## config.mk

```make
export PLATFORM = sky130hd
export DESIGN_NAME = bin_to_bcd_seq
export DESIGN_NICKNAME = d
export VERILOG_FILES = /design/src/rtl/bin_to_bcd_seq.sv
export SDC_FILE = /design/constraint.sdc
export NUM_CORES = 1
export LEC_CHECK = 0
export CORE_ASPECT_RATIO = 1.25
export CORE_MARGIN = 2
export CORE_UTILIZATION = 48
export DETAILED_ROUTE_END_ITERATION = 12
export GPL_TIMING_DRIVEN = 0
export PLACE_DENSITY = 0.76
export SETUP_SLACK_MARGIN = 0.15
export SLEW_MARGIN = 20
export SYNTH_ARGS = -nofsm -noshare
export SYNTH_HDL_FRONTEND = slang
export SYNTH_SLANG_ARGS = --single-unit
```

## constraint.sdc

```tcl
create_clock -name clk -period 1.4 [get_ports clk]
set_input_delay 0.28 -clock clk [delete_from_list [all_inputs] [get_ports clk]]
set_output_delay 0.28 -clock clk [all_outputs]
set_load 0.02 [all_outputs]
```

## src/rtl/bin_to_bcd_seq.sv

```systemverilog
`default_nettype none
// ============================================================================
// Module      : bin_to_bcd_seq
// Description : Sequential binary-to-BCD converter (shift-and-add-3).
//               One shift/correct iteration per clock and WIDTH iterations
//               per conversion. The registered result is presented with a
//               one-cycle done pulse.
//               Optional feature macro: BCD_OVERFLOW_EN. When it is defined,
//               inputs above 10^DIGITS-1 saturate to all nines and raise
//               overflow.
// Revision    : 1.0 - initial release
// ============================================================================
module bin_to_bcd_seq #(
  parameter int WIDTH  = 14,
  parameter int DIGITS = 4
) (
  input  logic                  clk,
  input  logic                  reset,
  input  logic                  start,
  input  logic [WIDTH-1:0]      bin,
  output logic                  busy,
  output logic                  done,
  output logic [4*DIGITS-1:0]   bcd,
  output logic                  overflow
);

  localparam int CNT_W = $clog2(WIDTH + 1);
  localparam int BCD_W = 4 * DIGITS;
  localparam logic [CNT_W-1:0] C_LAST_ITER = CNT_W'(WIDTH - 1);

  typedef enum logic [0:0] {
    S_IDLE  = 1'b0,
    S_SHIFT = 1'b1
  } state_t;

  state_t             state_q, state_d;
  logic [WIDTH-1:0]   bin_q, bin_d;
  logic [BCD_W-1:0]   work_q, work_d;
  logic [CNT_W-1:0]   cnt_q, cnt_d;
  logic               busy_q, busy_d;
  logic               done_q, done_d;
  logic [BCD_W-1:0]   bcd_q, bcd_d;

  logic [BCD_W-1:0]   work_adj;
  logic [BCD_W-1:0]   work_shift;
  logic               unused_carry;

  // Add-3 correction on every work digit that is 5 or more
  genvar k;
  generate
    for (k = 0; k < DIGITS; k++) begin : g_digit
      assign work_adj[4*k +: 4] = (work_q[4*k +: 4] >= 4'd5) ?
                                  (work_q[4*k +: 4] + 4'd3) : work_q[4*k +: 4];
    end
  endgenerate

  // The binary MSB enters work bit 0; the top work bit falls off, which
  // makes the final result bin mod 10^DIGITS
  assign work_shift   = {work_adj[BCD_W-2:0], bin_q[WIDTH-1]};
  assign unused_carry = work_adj[BCD_W-1];

`ifdef BCD_OVERFLOW_EN
  // 10^DIGITS - 1, saturated to 2^WIDTH - 1 when no WIDTH-bit input can exceed it
  function automatic logic [WIDTH+4:0] f_bcd_max();
    logic [WIDTH+4:0] acc;
    logic [WIDTH+4:0] cap;
    cap        = '0;
    cap[WIDTH] = 1'b1;
    acc        = (WIDTH+5)'(1);
    for (int i = 0; i < DIGITS; i++) begin
      acc = acc * (WIDTH+5)'(10);
      if (acc > cap) acc = cap;
    end
    return acc - (WIDTH+5)'(1);
  endfunction

  localparam logic [WIDTH+4:0] C_BCD_MAX_FULL = f_bcd_max();
  localparam logic [WIDTH:0]   C_BCD_MAX      = C_BCD_MAX_FULL[WIDTH:0];

  logic ovf_flag_q, ovf_flag_d;
  logic overflow_q, overflow_d;
`endif

  // Next-state and datapath computation
  always_comb begin
    state_d = state_q;
    bin_d   = bin_q;
    work_d  = work_q;
    cnt_d   = cnt_q;
    busy_d  = busy_q;
    done_d  = 1'b0;
    bcd_d   = bcd_q;
`ifdef BCD_OVERFLOW_EN
    ovf_flag_d = ovf_flag_q;
    overflow_d = overflow_q;
`endif
    case (state_q)
      S_IDLE: begin
        if (start) begin
          state_d = S_SHIFT;
          bin_d   = bin;
          work_d  = '0;
          cnt_d   = '0;
          busy_d  = 1'b1;
`ifdef BCD_OVERFLOW_EN
          ovf_flag_d = ({1'b0, bin} > C_BCD_MAX);
`endif
        end
      end
      S_SHIFT: begin
        work_d = work_shift;
        bin_d  = bin_q << 1;
        cnt_d  = cnt_q + CNT_W'(1);
        if (cnt_q == C_LAST_ITER) begin
          state_d = S_IDLE;
          busy_d  = 1'b0;
          done_d  = 1'b1;
`ifdef BCD_OVERFLOW_EN
          bcd_d      = ovf_flag_q ? {DIGITS{4'h9}} : work_shift;
          overflow_d = ovf_flag_q;
`else
          bcd_d = work_shift;
`endif
        end
      end
      default: begin
        state_d = S_IDLE;
        busy_d  = 1'b0;
      end
    endcase
  end

  // State registers; reset aborts any conversion and clears the result
  always_ff @(posedge clk) begin
    if (reset) begin
      state_q <= S_IDLE;
      bin_q   <= '0;
      work_q  <= '0;
      cnt_q   <= '0;
      busy_q  <= 1'b0;
      done_q  <= 1'b0;
      bcd_q   <= '0;
`ifdef BCD_OVERFLOW_EN
      ovf_flag_q <= 1'b0;
      overflow_q <= 1'b0;
`endif
    end else begin
      state_q <= state_d;
      bin_q   <= bin_d;
      work_q  <= work_d;
      cnt_q   <= cnt_d;
      busy_q  <= busy_d;
      done_q  <= done_d;
      bcd_q   <= bcd_d;
`ifdef BCD_OVERFLOW_EN
      ovf_flag_q <= ovf_flag_d;
      overflow_q <= overflow_d;
`endif
    end
  end

  assign busy = busy_q;
  assign done = done_q;
  assign bcd  = bcd_q;
`ifdef BCD_OVERFLOW_EN
  assign overflow = overflow_q;
`else
  assign overflow = 1'b0;
`endif

endmodule
`default_nettype wire

```

==> metrics.md, run 1 <==
| Metric | Value |
|---|---|
| Fraction of registers with async set/reset | `0%` |
| Ant. Diodes | `0` |
| Gr ovfl total | `0` |
| Mux contribution to synthesized area | `8.613%` |
| Routing usage on met1 | `23.30%` |
| CTS clk-pin slew, worst paths | `100 ps` |
| Die X | `67.01 um` |
| Vias in the first global route | `1960` |
| Max Cap Viol | `0` |
| Startpoint types | `flop` |
| Post-Syn Nets | `295` |
| Adder-cell area share of the yosys netlist | `5.252%` |
| Top cell type's share of synthesized area | `44.54%` |
| Slew Limit Fails | `0` |
| I/O Pins | `36` |
| Vias per cell | `5.534` |
| Slew @ Worst Pin | `510.2 ps` |
| Leakage | `1.281 nW` |
| Launch point of the worst reg-to-reg path | `work_q[9]$_SDFFE_PP0P_` |
| Outcome | `finished, final reports clean` |
| Slowest-stage cell, CP | `dfxtp_2` |
| Clock Power Share | `31.1%` |
| XOR/XNOR Fraction of Synth Area | `1.471%` |
| Worst-path fanout max | `3` |
| Yosys cell types | `33` |
| CTS Buf Count | `5` |
| Largest net degree at the start of global routing | `16` |
| Critical path cell sequence | `inv_4 -> ha_4 -> nand2b_4 -> a21o_1 -> mux2_4 -> o21ai_2` |
| Fin crit period | `1383 ps` |
| Number of detailed-route iterations in the first pass | `4` |
| R2R Setup Slk | `20 ps` |
| Initial core utilization | `50.00%` |
| Worst Setup End Kind | `flop` |
| Power Density | `835.6 nW/um^2` |
| Routability cong. | `0.8035` |
| Post-Syn Area | `2382 um^2` |
| Sw frac | `25.11%` |
| Total length of routed wires | `5.626 mm` |
| DR DRC count | `0` |
| Post-layout util | `67.36%` |
| Layout cells sized above 1 | `36.11%` |
| DP Wirelength | `3.644 mm` |
| Worst hold path type | `in -> reg` |
| Layout overhead on the synthesized area | `34.72%` |
| WHS Endpoint | `work_q[11]$_SDFFE_PP0P_` |
| Nets | `350` |
| Logic gate share of total power | `10.8%` |
| Post-synthesis cell count | `268` |
| Flip-flop and latch area | `1085 um^2` |
| Vias after detailed routing | `2125` |
| Final setup fails | `0` |
| Reg power frac | `58.1%` |
| FF+latch count, synth | `53` |
| Slew margin rel. | `65.99%` |
| Worst Path Arrival | `1630 ps` |
| Final Skew | `7.277 ps` |
| Antenna Violating Nets Remaining | `0` |
| Met2 Track Usage GR | `38.71%` |
| Gr usage total | `20.95%` |
| Cell accounting for the most synthesized area | `dfxtp_1` |
| Top cells by area, synth | `dfxtp_1 45%, mux2i_1 6.7%, a21oi_1 5.7%` |
| Hold bufs inserted after CTS | `0` |
| Final hold viol count | `0` |
| Post-synth top cells | `53 x dfxtp_1, 33 x nor2_1, 27 x a21oi_1` |
| Hold path cells | `2` |
| Critical path class | `reg -> reg` |
| DRT iter0 DRCs | `87` |
| Most frequent cell after synthesis | `dfxtp_1` |
| Delay-heaviest family, CP | `flip-flops` |
| GRT met3 Usage | `5.014%` |
| Critical Path RT | `1640 ps` |
| Busiest grt layer | `met2` |
| Worst vdd ir | `0.6987 mV` |
| Synth warnings | `0` |
| Rows | `28` |
| Sink Count | `53` |
| CP Buf/Inv Count | `1` |
| Core Area | `4765 um^2` |
| Initial antenna violation count | `0` |
| R2R cell count | `6` |
| Root Buffer | `clkbuf_8` |
| Fill cell count | `415` |
| Cell Int Power | `2.008 mW` |
| Slowest stage delay, CP | `360 ps` |
| Die Y | `82.77 um` |
| Syn Area/Cell | `8.889 um^2` |
| Reg2reg end | `work_q[10]$_SDFFE_PP0P_` |
| Max Root-Sink Buffers | `2` |
| Crit share post-route | `98.78%` |
| Simple-gate share of the synthesized area | `17.17%` |
| Total net switching power | `0.6734 mW` |
| Min-delay src | `reset` |
| Max Fclk | `723.1 MHz` |
| Synth Area in Compound Gates | `17.17%` |
| H-Tree Depth | `2` |
| CTS tree | `yes` |
| Main combinational cell family by area after synthesis | `compound AO/OA/AOI/OAI gates` |
| RSZ-0062 raised after global routing | `true` |
| Buffers on Ports | `32` |
| Area of the multi-input gates | `1410 um^2` |
| Ys flop type | `dfxtp_1` |
| Clock latency on the worst-skew pair | `300 ps` |
| WHS | `287.1 ps` |
| EDFF count, synth | `0` |
| Sequential share of the synthesized area | `44.54%` |
| Avg WL per Cell | `14.65 um` |
| Die area | `5546 um^2` |
| First-pass GRT wire length | `8.852 mm` |
[state kept, by name, indices dropped and copies added (netlist names)]
register  flops
bcd          16
bin_q        14
busy          1
cnt_q         4
done          1
state_q       1
work_q       16
[worst reg2reg max path, stage by stage, from the launching register on]
cell      delay [ps]
dfxtp_2          360
inv_4             50
ha_4             150
nand2b_4         130
a21o_1           200
mux2_4           330
o21ai_2          100
[power by group through the flow]
stage / combinational [mW] / clock (mW) / sequential (mW)
after CTS: 0.277 / 0.845 / 1.56
after detailed placement: 0.252 / 0 / 1.59
final: 0.290 / 0.835 / 1.56
after floorplan: 0.163 / 0 / 1.59
after global placement: 0.248 / 0 / 1.59
after global routing: 0.320 / 0.909 / 1.56
[routing by layer]
metal	vias to the layer above	share of wire [%]	routed length, um
met5	-	0	0
met4	0	2.1	119
met3	12	4.1	228
met2	59	53	2966
met1	1016	41	2311
li1	1038	-	-
[cells in the final DEF (no fill, tap or decap), drive strengths merged]
cell type      count
a21o               3
a21oi             28
a22o               3
a31oi              1
a32o               2
a41oi              1
buf               30
clkbuf            23
clkdlybuf4s15      1
clkdlybuf4s50     14
clkinv             3
clkinvlp           1
conb               1
dfxtp             53
ha                10
inv               10
mux2               3
mux2i             16
nand2             13
nand2b             6
nand3             13
nand3b             1
nand4              1
nor2              33
nor2b              3
nor3               7
nor3b              8
o21ai             30
o31a               1
or2                1
xnor2              4
[worst max-delay path by stage]
stage / start / end / slack (ps) / cells after the start
3_5_place_dp: cnt_q[1]$_SDFFE_PP0P_ / bcd[8]$_SDFFE_PP0P_ / -30 / 8
3_3_place_gp: cnt_q[1]$_SDFFE_PP0P_ / bcd[15]$_SDFFE_PP0P_ / 6 / 8
4_1_cts: work_q[9]$_SDFFE_PP0P_ / work_q[10]$_SDFFE_PP0P_ / 20 / 6
6_report: work_q[9]$_SDFFE_PP0P_ / work_q[10]$_SDFFE_PP0P_ / 20 / 6
5_1_grt: work_q[9]$_SDFFE_PP0P_ / work_q[10]$_SDFFE_PP0P_ / -20 / 6
2_1_floorplan: work_q[9]$_SDFFE_PP0P_ / work_q[10]$_SDFFE_PP0P_ / 110 / 6
[area by class of cell]
class / count / share of cell area, %
buffer: 15 / 3.509
clock buffer: 5 / 2.144
clock inverter: 3 / 0.3899
inverter: 11 / 1.793
multi-input combinational: 189 / 43.94
sequential: 53 / 33.80
tap: 60 / 2.339
timing repair buffer: 48 / 12.09
[what timing repair did]
item | CTS | global route
buffers inserted | 9 | 4
pin swaps | 7 | 18
resized for setup | 66 | 52
cloned | 2 | 1
setup endpoints to repair | 60 | 59
[per-stage QoR]
| step | power, mW | instances | TNS (ps) | cell area, um^2 | setup slack [ps] |
|---|---|---|---|---|---|
| 2_1_floorplan | 1.754 | 268 | 0 | 2494 | 111.8 |
| 3_3_place_gp | 1.842 | 360 | 0 | 2889 | 6.398 |
| 3_5_place_dp | 1.847 | 360 | -93.55 | 2889 | -26.18 |
| 4_1_cts | 2.678 | 379 | 0 | 3156 | 22.29 |
| 5_1_grt | 2.789 | 384 | -59.51 | 3209 | -24.12 |
| 6_report | 2.682 | 384 | 0 | 3209 | 17.05 |
[logic make-up after synthesis]
family / count (synthesis)
buffers and inverters: 26
and+or+nand+nor: 86
adders and majority gates: 10
AOI/OAI and AO/OA: 69
xor gates and xnor gates: 4
other: 1
DFF: 53
muxes: 19
(Power assumes the default switching activity.)
==> run 2, diff against run 1 <==
- RECOVER_POWER: unset -> 100
==> run 2 against run 1 <==
Wire length did not move; die area unchanged; critical endpoint unchanged; clock power barely moved.
==> metrics.md, run 2 (same netlist as run 1, synthesis figures left out) <==
| Metric | Value |
|---|---|
| Final Skew | `7.277 ps (unchanged)` |
| DRT iter0 DRCs | `87 (unchanged)` |
| Antenna Violating Nets Remaining | `0 (unchanged)` |
| Worst Path Arrival | `1630 ps (about the same)` |
| CTS clk-pin slew, worst paths | `100 ps (about the same)` |
| Crit share post-route | `98.78% (unchanged)` |
| Startpoint types | `flop (unchanged)` |
| Critical path class | `reg -> reg (unchanged)` |
| Max Root-Sink Buffers | `2 (unchanged)` |
| Min-delay src | `reset (unchanged)` |
| Ant. Diodes | `0 (unchanged)` |
| Critical path cell sequence | `inv_4 -> ha_4 -> nand2b_4 -> a21o_1 -> mux2_4 -> o21ai_2 (unchanged)` |
| Nets | `350 (unchanged)` |
| H-Tree Depth | `2 (unchanged)` |
| Sw frac | `25.12% (was 25.11%)` |
| DP Wirelength | `3.644 mm (unchanged)` |
| Clock Power Share | `31.1% (about the same)` |
| Reg2reg end | `work_q[10]$_SDFFE_PP0P_ (unchanged)` |
| Avg WL per Cell | `14.65 um (unchanged)` |
| Final setup fails | `0 (unchanged)` |
| Vias per cell | `5.534 (unchanged)` |
| Worst Setup End Kind | `flop (unchanged)` |
| Number of detailed-route iterations in the first pass | `4 (unchanged)` |
| Die Y | `82.77 um (unchanged)` |
| Slowest-stage cell, CP | `dfxtp_2 (unchanged)` |
| Total length of routed wires | `5.626 mm (unchanged)` |
| Critical Path RT | `1640 ps (about the same)` |
| Post-layout util | `67.33% (was 67.36%)` |
| Slew Limit Fails | `0 (unchanged)` |
| Routability cong. | `0.8035 (unchanged)` |
| RSZ-0062 raised after global routing | `true (unchanged)` |
| Rows | `28 (unchanged)` |
| CTS Buf Count | `5 (unchanged)` |
| Tot Pwr | `2.681 mW (was 2.682 mW)` |
| Clock latency on the worst-skew pair | `300 ps (about the same)` |
| Power Density | `835.8 nW/um^2 (was 835.6 nW/um^2)` |
| Outcome | `finished, final reports clean (unchanged)` |
| Launch point of the worst reg-to-reg path | `work_q[9]$_SDFFE_PP0P_ (unchanged)` |
| Max Cap Viol | `0 (unchanged)` |
| Gr ovfl total | `0 (unchanged)` |
| Core Area | `4765 um^2 (unchanged)` |
| Vias in the first global route | `1960 (unchanged)` |
| R2R cell count | `6 (unchanged)` |
| Slowest stage delay, CP | `360 ps (about the same)` |
| Initial antenna violation count | `0 (unchanged)` |
| Die X | `67.01 um (unchanged)` |
| Reg power frac | `58.1% (about the same)` |
| Layout cells sized above 1 | `35.80% (was 36.11%)` |
| Gr usage total | `20.95% (unchanged)` |
| Max Fclk | `723.1 MHz (unchanged)` |
| Fin crit period | `1383 ps (unchanged)` |
| Sink Count | `53 (unchanged)` |
| Slew @ Worst Pin | `510.2 ps (unchanged)` |
| DR DRC count | `0 (unchanged)` |
| CTS tree | `yes (unchanged)` |
| I/O Pins | `36 (unchanged)` |
| Largest net degree at the start of global routing | `16 (unchanged)` |
| Worst vdd ir | `0.6987 mV (about the same)` |
| Die area | `5546 um^2 (unchanged)` |
| Fill cell count | `416 (was 415)` |
| Hold path cells | `2 (unchanged)` |
| Logic gate share of total power | `10.8% (about the same)` |
| Vias after detailed routing | `2125 (unchanged)` |
| Initial core utilization | `50.00% (unchanged)` |
| Worst hold path type | `in -> reg (unchanged)` |
| Most common cell after layout, fill and taps aside | `dfxtp_1 (unchanged)` |
| Cell Int Power | `2.008 mW (about the same)` |
| WHS Endpoint | `work_q[11]$_SDFFE_PP0P_ (unchanged)` |
| Buffers on Ports | `32 (unchanged)` |
| Commonest non-fill, non-tap cells in the layout | `43 x dfxtp_1, 32 x nor2_1, 26 x a21oi_1, 16 x buf_4 (was 42 x dfxtp_1, 32 x nor2_1, 26 x a21oi_1, 16 x buf_4)` |
| Slew margin rel. | `65.99% (unchanged)` |
| Root Buffer | `clkbuf_8 (unchanged)` |
| Layout overhead on the synthesized area | `34.66% (was 34.72%)` |
| Worst-path fanout max | `3 (unchanged)` |
| R2R Setup Slk | `20 ps (about the same)` |
| First-pass GRT wire length | `8.852 mm (unchanged)` |
| Total net switching power | `0.6734 mW (unchanged)` |
| Leakage | `1.281 nW (about the same)` |
| Final hold viol count | `0 (unchanged)` |
## run 2: cell counts in the layout (fill, tap and decap cells not counted)
Identical to the previous run, type by type.
## run 2: routing by layer
| layer | part of all wire [%] | vias up | track usage (%) |
|---|---|---|---|
| met5 | 0 | - | 0 |
| met4 | 2.1 | 0 | 6.735 |
| met3 | 4.1 | 12 | 5.014 |
| met2 | 53 | 59 | 38.71 |
| met1 | 41 | 1016 | 23.30 |
| li1 | - | 1038 | - |
## run 2: layout make-up
type | instances | area (um^2) | share of cell area, %
multi-input combinational | 189 | 1410 | 43.95
sequential | 53 | 1084 | 33.78
timing repair buffer | 48 | 387.9 | 12.09
buffer | 15 | 112.6 | 3.510
tap | 60 | 75.07 | 2.340
clock buffer | 5 | 68.82 | 2.145
inverter | 11 | 57.56 | 1.794
clock inverter | 3 | 12.51 | 0.3900
## run 2: worst max-delay path: cells and delay by family (launching register included)
family | cells | cell delay, ps
simple gates | 1 | 130
buf+inv | 1 | 50
mux | 1 | 330
fa+ha+maj | 1 | 150
compound gates | 2 | 300
flops | 1 | 360
## run 2: power by group through the flow
stage                     sequential [mW]  combinational, mW  clock, mW
after floorplan                      1.59              0.163          0
after global placement               1.59              0.248          0
after detailed placement             1.59              0.252          0
after CTS                            1.56              0.277      0.845
after global routing                 1.56              0.320      0.909
final                                1.56              0.290      0.835
## run 2: worst max path at each step
stage                                start                      end  slack, ps  depth (start not counted)
detailed placement   cnt_q[1]$_SDFFE_PP0P_      bcd[8]$_SDFFE_PP0P_        -30                          8
floorplan           work_q[9]$_SDFFE_PP0P_  work_q[10]$_SDFFE_PP0P_        110                          6
global placement     cnt_q[1]$_SDFFE_PP0P_     bcd[15]$_SDFFE_PP0P_          6                          8
finish              work_q[9]$_SDFFE_PP0P_  work_q[10]$_SDFFE_PP0P_         20                          6
global route        work_q[9]$_SDFFE_PP0P_  work_q[10]$_SDFFE_PP0P_        -20                          6
CTS                 work_q[9]$_SDFFE_PP0P_  work_q[10]$_SDFFE_PP0P_         20                          6
## run 2: timing repair
| item | CTS | global route |
|---|---|---|
| hold buffers | 0 | 0 |
| setup endpoints to repair | 60 | 59 |
| gates resized for setup | 66 | 52 |
| gates cloned | 2 | 1 |
| hold endpoints to repair | 0 | 0 |
| buffers inserted | 9 | 4 |
| pin swaps | 7 | 18 |
## run 2: through the flow
step	instance area [um^2]	hold slack (ps)	std cells	TNS, ps	setup WS, ps
2_1_floorplan	2494	453.7	268	0	111.8
3_3_place_gp	2889	435.1	360	0	6.398
3_5_place_dp	2889	440.6	360	-93.55	-26.18
4_1_cts	3156	288.4	379	0	22.29
5_1_grt	3208	335.2	384	-60.09	-24.12
6_report	3208	287.1	384	0	17.05
==> run 3, diff against run 2 <==
- ABC_AREA: unset -> 1
- CORE_MARGIN: 2 -> unset
==> run 3 against run 2 <==
Total power rose by 7.3%; worst hold slack improved by 61 ps; die area fell by 3.1%; register-to-register slack improved by 60 ps; setup slack improved by 61 ps; sequential cell count did not move; fmax rose by 4.6%; non-clock buffer count fell by 1; via count rose by 13%; critical path type unchanged; largest power group unchanged.
==> metrics.md, run 3 <==
| Metric | Value |
|---|---|
| Worst hold path type | `in -> reg (unchanged)` |
| Gr ovfl total | `0 (unchanged)` |
| Slew @ Worst Pin | `540.6 ps (was 510.2 ps)` |
| H-Tree Depth | `2 (unchanged)` |
| Vias per cell | `5.203 (was 5.534)` |
| Sink Count | `53 (unchanged)` |
| Tot Pwr | `2.876 mW (was 2.681 mW)` |
| Layout overhead on the synthesized area | `32.00% (was 34.66%)` |
| Worst Setup End Kind | `flop (unchanged)` |
| Die Y | `81.71 um (was 82.77 um)` |
| CTS tree | `yes (unchanged)` |
| Max Root-Sink Buffers | `2 (unchanged)` |
| Fraction of registers with async set/reset | `0% (unchanged)` |
| Fill cell count | `428 (was 416)` |
| Metal2 WL | `3.284 mm (was 2.966 mm)` |
| Total length of routed wires | `6.108 mm (was 5.626 mm)` |
| Top cell type's share of synthesized area | `43.49% (was 44.54%)` |
| Max Fclk | `756.6 MHz (was 723.1 MHz)` |
| Initial antenna violation count | `0 (unchanged)` |
| Core Area | `4800 um^2 (was 4765 um^2)` |
| Critical path class | `reg -> reg (unchanged)` |
| Antenna Violating Nets Remaining | `0 (unchanged)` |
| Area of the multi-input gates | `1351 um^2 (was 1410 um^2)` |
| Most common cell after layout, fill and taps aside | `nand2_1 (was dfxtp_1)` |
| Fin crit period | `1322 ps (was 1383 ps)` |
| Hold bufs inserted after CTS | `0 (unchanged)` |
| Die X | `65.77 um (was 67.01 um)` |
| Worst-path fanout max | `5 (was 3)` |
| First-pass GRT wire length | `9.446 mm (was 8.852 mm)` |
| Rows | `28 (unchanged)` |
| Final Skew | `8.696 ps (was 7.277 ps)` |
| Sequential share of the synthesized area | `43.49% (was 44.54%)` |
| Startpoint types | `flop (unchanged)` |
| Layout cells sized above 1 | `22.58% (was 35.80%)` |
| Flip-flop and latch area | `1074 um^2 (was 1084 um^2)` |
| Die area | `5374 um^2 (was 5546 um^2)` |
| Number of detailed-route iterations in the first pass | `4 (unchanged)` |
| CTS Buf Count | `5 (unchanged)` |
| Syn Area/Cell | `7.031 um^2 (was 8.889 um^2)` |
| Vias after detailed routing | `2409 (was 2125)` |
| Critical Path RT | `1580 ps (was 1640 ps)` |
| Commonest non-fill, non-tap cells in the layout | `99 x nand2_1, 45 x dfxtp_1, 40 x nand3_1, 32 x inv_1 (was 43 x dfxtp_1, 32 x nor2_1, 26 x a21oi_1, 16 x buf_4)` |
| Final hold viol count | `0 (unchanged)` |
| Max Cap Viol | `0 (unchanged)` |
| Final setup fails | `0 (unchanged)` |
| Nets | `429 (was 350)` |
| DR top layer | `met4 (unchanged)` |
| Synth warnings | `0 (unchanged)` |
| Buffers on Ports | `34 (was 32)` |
| Leakage | `1.479 nW (was 1.281 nW)` |
| Routability cong. | `0.9263 (was 0.8035)` |
| Cell accounting for the most synthesized area | `dfxtp_1 (unchanged)` |
| Metal3 WL | `287 um (was 228 um)` |
| Outcome | `finished, final reports clean (unchanged)` |
| Post-Syn Area | `2440 um^2 (was 2382 um^2)` |
| Inst Count DP | `441 (was 360)` |
| Top cells by area, synth | `dfxtp_1 43%, nand2_1 17%, nand3_1 11% (was dfxtp_1 45%, mux2i_1 6.7%, a21oi_1 5.7%)` |
| Ant. Diodes | `0 (unchanged)` |
| I/O Pins | `36 (unchanged)` |
| Yosys cell types | `23 (was 33)` |
| Worst Path Arrival | `1500 ps (was 1630 ps)` |
| Most frequent cell after synthesis | `nand2_1 (was dfxtp_1)` |
| Initial core utilization | `50.83% (was 50.00%)` |
| CTS clk-pin slew, worst paths | `90 ps (was 100 ps)` |
| Post-Syn Nets | `374 (was 295)` |
| Slew Limit Fails | `0 (unchanged)` |
| Avg WL per Cell | `13.19 um (was 14.65 um)` |
| Vias in the first global route | `2179 (was 1960)` |
| Ys flop type | `dfxtp_1 (unchanged)` |
| Final Non-Filler Cells | `463 (was 384)` |
| DR DRC count | `0 (unchanged)` |
| DP Wirelength | `3.832 mm (was 3.644 mm)` |
| Root Buffer | `clkbuf_8 (unchanged)` |
| R2R Setup Slk | `80 ps (was 20 ps)` |
| RSZ-0062 raised after global routing | `true (unchanged)` |
| EDFF count, synth | `0 (unchanged)` |
| M1 WL | `2.475 mm (was 2.311 mm)` |
| Crit share post-route | `94.41% (was 98.78%)` |
| Post-synth top cells | `112 x nand2_1, 53 x dfxtp_1, 52 x nand3_1 (was 53 x dfxtp_1, 33 x nor2_1, 27 x a21oi_1)` |
| Worst vdd ir | `0.6427 mV (was 0.6987 mV)` |
| Post-synthesis cell count | `347 (was 268)` |
| Clock latency on the worst-skew pair | `310 ps (was 300 ps)` |
| Largest net degree at the start of global routing | `17 (was 16)` |
| Power Density | `893.1 nW/um^2 (was 835.8 nW/um^2)` |
| Gr usage total | `23.33% (was 20.95%)` |
| FF+latch count, synth | `53 (unchanged)` |
| Slew margin rel. | `63.96% (was 65.99%)` |
| DRT iter0 DRCs | `159 (was 87)` |
-- run 3: worst paths after layout --
kind                          startpoint                endpoint  cells after the start
hold / removal                     reset   cnt_q[3]$_SDFFE_PP0P_                      2
setup / recovery  work_q[0]$_SDFFE_PP0P_  work_q[1]$_SDFFE_PP0P_                      7
hold reg to reg      bcd[1]$_SDFFE_PP0P_     bcd[1]$_SDFFE_PP0P_                      2
setup reg to reg  work_q[0]$_SDFFE_PP0P_  work_q[1]$_SDFFE_PP0P_                      7
-- run 3: through the flow --
stage	setup WS, ps	utilization [%]	setup TNS [ps]	hold slack [ps]	area (um^2)
2_1_floorplan	177.6	-	0	381.0	2442
3_3_place_gp	-343.7	59.54	-12240	436.0	2858
3_5_place_dp	-343.5	59.54	-12500	441.1	2858
4_1_cts	113.6	65.25	0	455.9	3132
5_1_grt	15.17	67.10	0	383.8	3221
6_report	78.25	67.10	0	348.2	3221
-- run 3: logic make-up after synthesis --
logic type	synth area share, %
compound gates	8.769
xor+xnor	0.3590
fa+ha+maj	5.128
buf+inv	9.385
flops	43.49
mux	0.4103
other cells	0.1537
simple gates	32.31
-- run 3: cell type report --
class	count	share of cell area [%]
multi-input combinational	237	41.96
sequential	53	33.33
timing repair buffer	48	11.07
inverter	43	5.167
buffer	14	2.681
tap	60	2.331
clock buffer	6	2.253
clock inverter	2	1.204
-- run 3: metal layers --
metal,vias to the layer above,global-route usage [%]
met5,-,0
li1,1231,-
met4,0,10.00
met2,56,43.47
met3,6,4.444
met1,1116,25.26
-- run 3: where the power goes --
part / internal, mW / switching (mW) / leakage [nW]
clock network: 0.538 / 0.517 / 0.0554
logic: 0.112 / 0.152 / 0.990
registers: 1.54 / 0.0204 / 0.434
total: 2.19 / 0.689 / 1.48
-- run 3: repair_timing --
item / in CTS / in global routing
setup endpoints to repair: 68 / 64
pin swaps: 4 / 11
buffers inserted: 8 / 5
gates resized for setup: 71 / 68
gates cloned: 1 / 0
-- run 3: critical path: stages, from the launching register on --
cell	delay [ps]
dfxtp_2	350
inv_2	90
ha_4	130
inv_1	40
nand2_1	200
nand4_1	180
nand3_1	150
a21oi_2	60
